$ cat src/rtl/dffn_chain_stim_pkg.sv
// Shared types and helpers for the negative-clock flop chain launch block.
package dffn_chain_stim_pkg;

    typedef enum logic [1:0] {
        IDLE  = 2'd0,
        SHIFT = 2'd1,
        CHECK = 2'd2,
        DONE  = 2'd3
    } state_e;

    typedef enum logic {
        PH_A = 1'b0,
        PH_B = 1'b1
    } phase_e;

    // Pattern bits plus the flush pulses needed to push the last bit out of the chain.
    function automatic int npulse(input int width, input int chain_len);
        return width + chain_len - 1;
    endfunction

endpackage

$ cat src/rtl/dffn_chain_stim_chk.sv
// Expected-bit history for the chain under test and saturating mismatch counter.
module dffn_chain_stim_chk
    import dffn_chain_stim_pkg::*;
#(
    parameter int CHAIN_LEN = 4,
    parameter int ERR_W     = 8
) (
    input  logic             CLK,
    input  logic             RN,
    input  logic             clr,
    input  logic             push,
    input  logic             push_bit,
    input  logic             cmp_en,
    input  logic             Q_in,
    output logic [ERR_W-1:0] err_cnt
);

    localparam logic [ERR_W-1:0] ERR_MAX = {ERR_W{1'b1}};
    localparam logic [ERR_W-1:0] ERR_ONE = ERR_W'(1);

    logic [CHAIN_LEN-1:0] hist_r;
    logic [ERR_W-1:0]     err_r;
    logic                 mismatch_s;

    // The oldest history entry is the bit now expected at the chain output.
    always_comb begin
        mismatch_s = cmp_en & (Q_in ^ hist_r[CHAIN_LEN-1]);
    end

    // History of launched bits, one entry per capture pulse.
    always_ff @(posedge CLK or negedge RN) begin
        if (!RN) begin
            hist_r <= {CHAIN_LEN{1'b0}};
        end else if (clr) begin
            hist_r <= {CHAIN_LEN{1'b0}};
        end else if (push) begin
            hist_r[0] <= push_bit;
            for (int i = 1; i < CHAIN_LEN; i++) begin
                hist_r[i] <= hist_r[i-1];
            end
        end
    end

    // Mismatch counter stops at all-ones rather than wrapping.
    always_ff @(posedge CLK or negedge RN) begin
        if (!RN) begin
            err_r <= {ERR_W{1'b0}};
        end else if (clr) begin
            err_r <= {ERR_W{1'b0}};
        end else if (mismatch_s && (err_r != ERR_MAX)) begin
            err_r <= err_r + ERR_ONE;
        end
    end

    assign err_cnt = err_r;

endmodule

$ cat src/rtl/dffn_chain_stim_tx.sv
// Launch side for dffn test chains: serialises a pattern MSB-first, pulses the
// chain clock and checks the looped-back chain output.
module dffn_chain_stim_tx
    import dffn_chain_stim_pkg::*;
#(
    parameter int WIDTH     = 16,
    parameter int CHAIN_LEN = 4,
    parameter int ERR_W     = 8
) (
    input  logic             CLK,
    input  logic             RN,
    input  logic [WIDTH-1:0] pat_data,
    input  logic             pat_valid,
    output logic             pat_ready,
    output logic             D_out,
    output logic             CLKN_out,
    input  logic             Q_in,
    output logic             busy,
    output logic             done,
    output logic [ERR_W-1:0] err_cnt
);

    localparam int NPULSE = npulse(WIDTH, CHAIN_LEN);
    localparam int PCW    = $clog2(NPULSE + 1);
    localparam logic [PCW-1:0] LAST_PULSE = PCW'(NPULSE - 1);
    localparam logic [PCW-1:0] CMP_FIRST  = PCW'(CHAIN_LEN);
    localparam logic [PCW-1:0] PCNT_ONE   = PCW'(1);

    state_e           state_r;
    phase_e           phase_r;
    logic [WIDTH-1:0] shreg_r;
    logic [PCW-1:0]   pcnt_r;
    logic             d_out_r;
    logic             clkn_r;
    logic             busy_r;
    logic             done_r;
    logic             ready_r;

    logic             accept_s;
    logic             push_s;
    logic             cmp_en_s;

    // Handshake, history push and compare strobes decoded from state and phase.
    always_comb begin
        accept_s = 1'b0;
        push_s   = 1'b0;
        cmp_en_s = 1'b0;
        case (state_r)
            IDLE: begin
                accept_s = pat_valid & ready_r;
            end
            SHIFT: begin
                if (phase_r == PH_A) begin
                    cmp_en_s = (pcnt_r >= CMP_FIRST);
                end else begin
                    push_s = 1'b1;
                end
            end
            CHECK: begin
                cmp_en_s = 1'b1;
            end
            default: begin
                accept_s = 1'b0;
            end
        endcase
    end

    // FSM, shift register and pulse counter; D_out only moves when entering phase A.
    always_ff @(posedge CLK or negedge RN) begin
        if (!RN) begin
            state_r <= IDLE;
            phase_r <= PH_A;
            shreg_r <= {WIDTH{1'b0}};
            pcnt_r  <= {PCW{1'b0}};
            d_out_r <= 1'b0;
            clkn_r  <= 1'b0;
            busy_r  <= 1'b0;
            done_r  <= 1'b0;
            ready_r <= 1'b1;
        end else begin
            case (state_r)
                IDLE: begin
                    done_r <= 1'b0;
                    if (accept_s) begin
                        state_r <= SHIFT;
                        phase_r <= PH_A;
                        // shreg holds the bits still to be launched, next one at the MSB.
                        shreg_r <= {pat_data[WIDTH-2:0], 1'b0};
                        d_out_r <= pat_data[WIDTH-1];
                        clkn_r  <= 1'b0;
                        pcnt_r  <= {PCW{1'b0}};
                        busy_r  <= 1'b1;
                        ready_r <= 1'b0;
                    end
                end
                SHIFT: begin
                    if (phase_r == PH_A) begin
                        phase_r <= PH_B;
                        clkn_r  <= 1'b1;
                    end else begin
                        clkn_r <= 1'b0;
                        if (pcnt_r == LAST_PULSE) begin
                            state_r <= CHECK;
                        end else begin
                            phase_r <= PH_A;
                            pcnt_r  <= pcnt_r + PCNT_ONE;
                            d_out_r <= shreg_r[WIDTH-1];
                            shreg_r <= {shreg_r[WIDTH-2:0], 1'b0};
                        end
                    end
                end
                CHECK: begin
                    state_r <= DONE;
                    busy_r  <= 1'b0;
                    done_r  <= 1'b1;
                end
                DONE: begin
                    state_r <= IDLE;
                    done_r  <= 1'b0;
                    ready_r <= 1'b1;
                end
                default: begin
                    state_r <= IDLE;
                    phase_r <= PH_A;
                    clkn_r  <= 1'b0;
                    busy_r  <= 1'b0;
                    done_r  <= 1'b0;
                    ready_r <= 1'b1;
                end
            endcase
        end
    end

    dffn_chain_stim_chk #(
        .CHAIN_LEN (CHAIN_LEN),
        .ERR_W     (ERR_W)
    ) u_chk (
        .CLK      (CLK),
        .RN       (RN),
        .clr      (accept_s),
        .push     (push_s),
        .push_bit (d_out_r),
        .cmp_en   (cmp_en_s),
        .Q_in     (Q_in),
        .err_cnt  (err_cnt)
    );

    assign pat_ready = ready_r;
    assign D_out     = d_out_r;
    assign CLKN_out  = clkn_r;
    assign busy      = busy_r;
    assign done      = done_r;

endmodule

$ cat config.mk
export PLATFORM = sky130hd
export DESIGN_NAME = dffn_chain_stim_tx
export DESIGN_NICKNAME = d
export VERILOG_FILES = /design/src/rtl/dffn_chain_stim_pkg.sv /design/src/rtl/dffn_chain_stim_chk.sv /design/src/rtl/dffn_chain_stim_tx.sv
export SDC_FILE = /design/constraint.sdc
export NUM_CORES = 1
export LEC_CHECK = 0
export ABC_AREA = 1
export BUFFER_PORTS_ARGS = -buffer_cell sky130_fd_sc_hd__buf_2
export CORE_ASPECT_RATIO = 0.5
export CORE_MARGIN = 2
export CORE_UTILIZATION = 57
export DETAILED_ROUTE_END_ITERATION = 6
export PLACE_DENSITY = 0.8
export SYNTH_ARGS = -nofsm -noshare
export SYNTH_HDL_FRONTEND = slang
export SYNTH_HIERARCHICAL = 1
export SYNTH_SLANG_ARGS = --single-unit
$ cat constraint.sdc
create_clock -name CLK -period 1.85 [get_ports CLK]
set_input_delay 0.37 -clock CLK [delete_from_list [all_inputs] [get_ports CLK]]
set_output_delay 0.37 -clock CLK [all_outputs]
set_load 0.01 [all_outputs]
**Word-level counts from Yosys, hierarchy flattened**

Cells that the tools add are included.

- Register bits after elaboration: 41
- Output and inout port bits: 13

- Bitwise logic cells: 3
- Order comparisons: 1
- Reductions and logical operators: 14
- Equality and inequality tests: 9
- Add/subtract/negate cells: 2
- Multiplexer cells: 35

Operators with widths:

| cell | count |
|---|---|
| $mux 16 | 3 |
| $pmux 16 s2 | 1 |
| $mux 8 | 2 |
| $mux 5 | 3 |
| $pmux 1 s2 | 7 |
| $mux 1 | 12 |
| $reduce_bool 2->1 | 6 |
| $pmux 5 s2 | 1 |
| $add 8x1->8 const B | 1 |
| $mux 4 | 2 |
| $ne 2x2->1 const B | 4 |
| $ne 8x8->1 const B | 1 |
| $pmux 2 s4 | 1 |
| $mux 2 | 3 |
| $reduce_and 2->1 | 3 |
| $add 5x1->5 const B | 1 |
| $eq 5x5->1 const B | 1 |
| $ge 5x3->1 const B | 1 |
| $eq 2x2->1 const B | 2 |
| $reduce_and 4->1 | 1 |
| $reduce_and 3->1 | 1 |
| $and 1x1->1 | 2 |
| $eq 2x1->1 const B | 1 |
| $logic_not 2->1 | 1 |
| other kinds (3) | 3 |

**Depth between registers and ports, before layout**

Gate-level depths: netlist (run 1).

- Word-level depth: 7
- Mapped depth: 13
- Mapped depth without buffers: 12

**Modules after synthesis**

The synthesis (run 1) kept the hierarchy.

By module, submodules not included:

| module | times used | area each (um^2) | sequential area each (um^2) | cells an instance |
|---|---|---|---|---|
| dffn_chain_stim_tx | 1 | 1,599.0 | 701.9 | 162 |
| dffn_chain_stim_chk | 1 | 688.2 | 300.3 | 92 |

**Worst setup path before layout (run 1)**

No wires, ideal clock.

- Kind: register -> register
- Start: reg state_r[1]
- End: reg u_chk.err_r[5] (netlist: u_chk/err_cnt[5])
- Slack: 0.163 ns
- Period minus slack after synthesis: 1.687 ns
- Cell stages (with the launch flop): 14
- Data arrival time: 1.622 ns
- Buffers on the path: 1
- Path through: dfrtp_1 inv_1 ha_1 buf_4 nand2_1 a21oi_1 nor2_1 nor2_1 nand2_1 nor2_4 nand2_4 nor2_4 nand2_1 nand2_1

- Cells in the longest elaborated chain, start to end: 5

Ends and longest elaborated chain:

| item | RTL line | RTL |
|---|---|---|
| from (decl) | dffn_chain_stim_tx.sv:29 | `state_e state_r;` |
| from (signal assigned) | dffn_chain_stim_tx.sv:71 | `state_r <= IDLE;` |
| from (signal assigned) | dffn_chain_stim_tx.sv:85 | `state_r <= SHIFT;` |
| from (signal assigned) | dffn_chain_stim_tx.sv:103 | `state_r <= CHECK;` |
| $eq 2x2->1 or $eq 2x1->1 (tied branches) | dffn_chain_stim_tx.sv:48 | `case (state_r)` |
| $pmux 1 s2 * | dffn_chain_stim_tx.sv:48 |  |
| via cmp_en_s | dffn_chain_stim_tx.sv:41 | `logic cmp_en_s;` |
| $and 1x1->1 * | dffn_chain_stim_chk.sv:27 | `mismatch_s = cmp_en & (Q_in ^ hist_r[CHAIN_LEN-1]);` |
| $logic_and 1x1->1 * | dffn_chain_stim_chk.sv:50 | `end else if (mismatch_s && (err_r != ERR_MAX)) begin` |
| $reduce_bool 2->1 (no source line) * | - |  |
| to (signal assigned) | dffn_chain_stim_chk.sv:47 | `err_r <= {ERR_W{1'b0}};` |
| to (signal assigned) | dffn_chain_stim_chk.sv:49 | `err_r <= {ERR_W{1'b0}};` |
| to (signal assigned) | dffn_chain_stim_chk.sv:51 | `err_r <= err_r + ERR_ONE;` |
| to (decl) | dffn_chain_stim_chk.sv:22 | `logic [ERR_W-1:0] err_r;` |

Mark *: on every way through the listed nets, which the timed path passes. The rest lies on a longest branch.
A chain may end at the register's enable or synchronous reset.

**Worst setup path in the final report (run 1)**

- Start: reg state_r[0]
- End: reg u_chk.hist_r[0]

- Cells in the longest elaborated chain, start to end: 3

Ends and longest elaborated chain:

| item | RTL line | RTL |
|---|---|---|
| $logic_not 2->1 * | dffn_chain_stim_tx.sv:48 |  |
| $mux 1 * | dffn_chain_stim_tx.sv:48 |  |
| via accept_s | dffn_chain_stim_tx.sv:39 | `logic accept_s;` |
| $mux 4 or $reduce_bool 2->1 (tied branches) | - |  |
| to (signal assigned) | dffn_chain_stim_chk.sv:33 | `hist_r <= {CHAIN_LEN{1'b0}};` |
| to (signal assigned) | dffn_chain_stim_chk.sv:35 | `hist_r <= {CHAIN_LEN{1'b0}};` |
| to (signal assigned) | dffn_chain_stim_chk.sv:37 | `hist_r[0] <= push_bit;` |
| to (decl) | dffn_chain_stim_chk.sv:21 | `logic [CHAIN_LEN-1:0] hist_r;` |

Marked as above.

==> results.json, run 1 <==
{
  "power.total_w": 0.00163,
  "numCtsBuffers": 5,
  "htreeDepth": 2,
  "crit_chain": "inv_1 -> ha_1 -> nand3_2 -> clkinvlp_4 -> or2_2 -> o21ai_0",
  "critPathTopFamily": "simple AND/OR/NAND/NOR gates",
  "hpwl_mm": 3.08,
  "hp-class": "input port to asynchronous set/reset pin",
  "ant_nets": 0,
  "ys_types": 30,
  "gp_congestion": 0.875,
  "synthAdderAreaFrac": 0.0492,
  "area_delta_synth_final_pct": 16.5,
  "grt_usage": 0.207,
  "synthTopCellsByCount": "nand2_1, dfrtp_1, inv_1",
  "worst-path-buf-inv": 2,
  "ys_seq_area_frac": 0.438,
  "final_area_mm2": 0.00267,
  "rows": 16,
  "grt_pass1_wl_mm": 7.55,
  "rrSetupSlack_ps": 150,
  "max-cap-violations": 0,
  "vias": 1797,
  "cp_max_fo": 5,
  "synth_area_mm2": 0.00229,
  "post-route-period-util": 0.917,
  "ios": 33,
  "cts_tree": "done",
  "syn_nets": 283,
  "overflow": 0,
  "crit_path_end_kind": "flip-flop",
  "fin_crit_ps": 1700,
  "hold_violations": 0,
  "ir_drop_v": 0.000452,
  "synth_top_family_by_area": "simple AND/OR/NAND/NOR gates",
  "clkTransAtPathRegs_ps": 90,
  "synthesis.instances": 254,
  "drt-vias-per-instance": 5.12,
  "drcViolationCount": 0,
  "crit_required_ps": 2060,
  "ys_ff_latch": 40,
  "synth_top_area_frac": 0.427,
  "drt-initial-drc-count": 107,
  "initial_utilization": 0.589,
  "tightestPinTransition_ps": 512,
  "async_reset_ff_frac": 1.00,
  "dpl-instance-area_mm2": 0.00250,
  "cp_data_arrival_time_ps": 1900,
  "wl_per_cell_um": 12.3,
  "drive_gt1_frac": 0.316,
  "fmax_mhz": 589,
  "portBuffers": 32,
  "dieHeight_um": 48.8,
  "grt_pass1_vias": 1725,
  "synth_top_flop_cell": "dfrtp_1",
  "worstSetupPathType": "flip-flop to flip-flop",
  "r2r-start": "state_r[0]",
  "antenna_found_initial": 0,
  "die_area_mm2": 0.00457,
  "num_antenna_cells": 0,
  "insertion_delay_ps": 290,
  "slew_viol_final": 0,
  "status": "completed",
  "synth_edf_count": 0,
  "yosys.cell_count.top_type": "nand2_1",
  "synth_compound_area_frac": 0.116,
  "clock-sinks": 40,
  "yosys-mux-area-fraction": 0.0656,
  "drt_first_pass_iters": 4,
  "crit_path_start": "state_r[0]",
  "finClkSkew_ps": 12.2,
  "coreArea_mm2": 0.00388,
  "power.density_mw_per_mm2": 612,
  "cpMaxStageDelayCell": "dfrtp_2",
  "yosys.area_share.simple": 0.247,
  "leakage_nw": 1.32,
  "final_net_count": 325,
  "rsz0062_at_grt": "false",
  "yosysTopAreaCell": "dfrtp_1",
  "root_buffer": "clkbuf_8",
  "relSlewSlack": 0.659,
  "cp-start-kind": "flip-flop",
  "clockBufferDepth": 2,
  "synthXorXnorAreaFrac": 0.00383,
  "slowest_delay_ps": 420,
  "setup_tns_ps": 0,
  "setup_viol": 0,
  "yosysWarnings": 6,
  "die_w_um": 93.6,
  "grt_max_degree": 41,
  "synth_top_cells_by_area": "dfrtp_1, nand2_1, o21ai_2",
  "avgSynthCellArea_um2": 9.00,
  "totalWireLength_mm": 4.32
}
==> sequential cells by signal, indices dropped and copies added, names as in the netlist <==
register and flops:
pcnt_r 5, CLKN_out 1, u_chk/err_cnt 8, state_r 2
shreg_r 15, pat_ready 1, D_out 1, done 1
busy 1, u_chk/hist_r 4, phase_r 1
==> layout make-up <==
type,instances,area (um^2)
timing repair buffer,43,268
fill,318,1220
inverter,27,109
clock buffer,6,72.6
clock inverter,2,35.0
timing repair inverter,1,5.00
tap,54,67.6
multi-input combinational,178,1100
sequential,40,1000
==> cells by family (layout without fill, tap and decap cells) <==
kind of cell / count (synthesis) / count (layout)
fa+ha+maj: 9 / 9
compound gates: 35 / 35
simple gates: 118 / 118
mux: 15 / 15
buf+inv: 36 / 79
flops: 40 / 40
xor+xnor: 1 / 1
==> report_power, final <==
group / switching (W) / internal (W) / leakage [nW]
Sequential: 0 / 0.000874 / 0.533
Clock: 0.000305 / 0.000401 / 0.0552
Combinational: 0.0000308 / 0.0000210 / 0.737
Total: 0.000336 / 0.00130 / 1.32
==> metal layers <==
layer | GRT usage | routed length, um
met5 | 0 | 0
met4 | 0.0556 | 14
met1 | 0.280 | 2020
met2 | 0.343 | 2110
met3 | 0.0433 | 181
==> repair_timing <==
item,4_1_cts,5_1_grt
hold buffers,0,0
buffers inserted,0,5
endpoints found under the setup margin,0,21
gates resized for setup,0,5
==> layout by cell type, fill, tap and decap left out, types with 2 or more instances in the layout <==
cell type and count:
nand3b_1 2, nand2_2 6, inv_2 2, dfrtp_1 38
o21ai_0 6, nand4_1 2, nor2_2 2, clkbuf_8 5
inv_1 23, buf_4 9, ha_1 8, a21oi_1 2
nor2_4 3, nand3_1 19, clkinvlp_4 2, nand2_1 66
nor2_1 13, o21ai_2 20, buf_2 32, mux2i_1 15
nand3_4 2, buf_12 2, o22ai_1 4
==> stage by stage <==
step / hold WS [ps] / setup WS (ps) / util / instances
2_1_floorplan: 74.4 / 163 / - / 254
3_3_place_gp: 457 / 189 / 0.645 / 337
3_5_place_dp: 463 / 134 / 0.645 / 337
4_1_cts: 148 / 107 / 0.672 / 345
5_1_grt: 157 / 21.9 / 0.686 / 351
6_report: 136 / 154 / 0.686 / 351
==> final timing paths <==
check,to,depth (start not counted)
max,u_chk/hist_r[0],6
min,shreg_r[1],2
max reg2reg,u_chk/hist_r[0],6
min reg2reg,shreg_r[12],2
max in group asynchronous,state_r[0],2
min in group CLK,shreg_r[1],3
Power figures use the tool's default switching activity.
==> run 2, diff against run 1 <==
--- a/config.mk
+++ b/config.mk
@@ -10,6 +10,7 @@
 export CORE_ASPECT_RATIO = 0.5
 export CORE_MARGIN = 2
 export CORE_UTILIZATION = 57
+export CTS_BUF_LIST = sky130_fd_sc_hd__clkbuf_16
 export DETAILED_ROUTE_END_ITERATION = 6
 export PLACE_DENSITY = 0.8
 export SYNTH_ARGS = -nofsm -noshare
==> constraint.sdc (replaced) <==
create_clock -name CLK -period 1.85 [get_ports CLK]
set_input_delay 0.0925 -clock CLK [delete_from_list [all_inputs] [get_ports CLK]]
set_output_delay 0.0925 -clock CLK [all_outputs]
set_load 0.01 [all_outputs]
==> run 2 against run 1 <==
Via count is 1.8% higher. Sequential power hardly changed. Power is 16% higher. Highest routed layer unchanged.
==> results.json, run 2 (synthesis gave the netlist of run 1 again) <==
{
  "grt_max_degree": 41,
  "mostFrequentLayoutCells": "nand2_1, dfrtp_1, buf_2",
  "rsz0062_at_grt": "false",
  "layout_commonest_cell": "nand2_1",
  "post-route-period-util": 0.921,
  "max-cap-violations": 0,
  "power.density_mw_per_mm2": 696,
  "grt_usage": 0.210,
  "grt_pass1_vias": 1723,
  "fin_crit_ps": 1700,
  "relSlewSlack": 0.657,
  "final_net_count": 325,
  "drcViolationCount": 0,
  "drt-initial-drc-count": 89,
  "coreArea_mm2": 0.00388,
  "vias": 1830,
  "ant_nets": 0,
  "htreeDepth": 2,
  "cp_data_arrival_time_ps": 1900,
  "crit_path_end_kind": "flip-flop",
  "die_area_mm2": 0.00457,
  "fmax_mhz": 587,
  "tightestPinTransition_ps": 515,
  "clock-sinks": 40,
  "crit_path_start": "state_r[0]",
  "drive_gt1_frac": 0.310,
  "cp_max_fo": 5,
  "overflow": 0,
  "drt_first_pass_iters": 4,
  "wl_per_cell_um": 12.6,
  "totalWireLength_mm": 4.44,
  "num_antenna_cells": 0,
  "power.total_w": 0.00190,
  "cts_tree": "done",
  "dieHeight_um": 48.8,
  "dpl-instance-area_mm2": 0.00250,
  "hp-class": "input port to flip-flop",
  "portBuffers": 32,
  "worstSetupPathType": "flip-flop to flip-flop",
  "gp_congestion": 0.875,
  "n_fill_cell": 309,
  "clkTransAtPathRegs_ps": 60,
  "root_buffer": "clkbuf_16",
  "grt_pass1_wl_mm": 7.64,
  "regArea_mm2": 0.00100,
  "worst_slack_ps": 145,
  "multi_input_area_mm2": 0.00110,
  "area_delta_synth_final_pct": 19.1,
  "cp-start-kind": "flip-flop",
  "numCtsBuffers": 5,
  "slew_viol_final": 0,
  "finClkSkew_ps": 8.41,
  "clockBufferDepth": 2,
  "hold_violations": 0,
  "ios": 33,
  "rows": 16,
  "setup_viol": 0,
  "preCtsSetupSlack_ps": 134,
  "largest_reg_flops": 15,
  "setup_tns_ps": 0,
  "die_w_um": 93.6,
  "regMostFlops": "shreg_r",
  "drt-vias-per-instance": 5.21,
  "leakage_nw": 1.35,
  "hp-start": "pat_data[15]",
  "initial_utilization": 0.589,
  "placed_cells": 337,
  "final_area_mm2": 0.00272,
  "r2r-start": "state_r[0]",
  "insertion_delay_ps": 280,
  "ir_drop_v": 0.000507,
  "antenna_found_initial": 0,
  "final_cells": 351,
  "crit_required_ps": 2040,
  "status": "completed",
  "hpwl_mm": 3.08
}
run 2: cell types whose count changed in the layout (fill, tap and decap cells not counted), sizes merged:
cell	change
buf	-1
clkbuf	-1
dlygate4sd3	+1
inv	+1
run 2: power breakdown:
group          total (W)  internal [W]  switching (W)
clock           0.000967      0.000629       0.000338
combinational  0.0000535     0.0000224      0.0000311
sequential      0.000875      0.000875              0
total            0.00190       0.00153       0.000369
run 2: through the flow:
step,utilization,hold WS [ps]
final,0.701,112
after global routing,0.701,120
after CTS,0.689,110
after detailed placement,0.645,185
after global placement,0.645,180
after floorplan,-,-203
run 2: layout make-up:
class                           instances  share of cell area
Sequential cell                        40               0.368
Multi-Input combinational cell        178               0.405
Timing Repair inverter                  1             0.00276
Clock buffer                            5              0.0459
Inverter                               27              0.0400
Timing Repair Buffer                   43              0.0992
Tap cell                               54              0.0248
Clock inverter                          3              0.0142
run 2: worst max-delay path, stage by stage (launching register included):
cell and delay (ps):
dfrtp_2 410, inv_1 70, ha_1 250, nand3_2 150
clkinvlp_4 200, or2_2 380, o22ai_1 140
run 2: timing repair:
action	4_1_cts	5_1_grt
setup buffers	0	4
gates resized for setup	0	5
hold endpoints to repair	39	0
setup endpoints to repair	0	16
hold buffers	1	0
run 2: per-layer routing:
layer,global-route usage,routed length (um),up-vias
met2,0.355,2160,43
met3,0.0417,176,2
met4,0.0580,27,0
met1,0.279,2070,878
met5,0,0,-
li1,-,-,907
run 2: path summary, 6_finish.rpt:
path / slack, ps / cells past startpoint / to
max: 150 / 6 / u_chk/hist_r[2]
min: 110 / 3 / D_out
max reg2reg: 150 / 6 / u_chk/hist_r[2]
min reg2reg: 480 / 2 / done
max in group asynchronous: 1060 / 3 / state_r[0]
min in group asynchronous: 400 / 3 / pcnt_r[0]
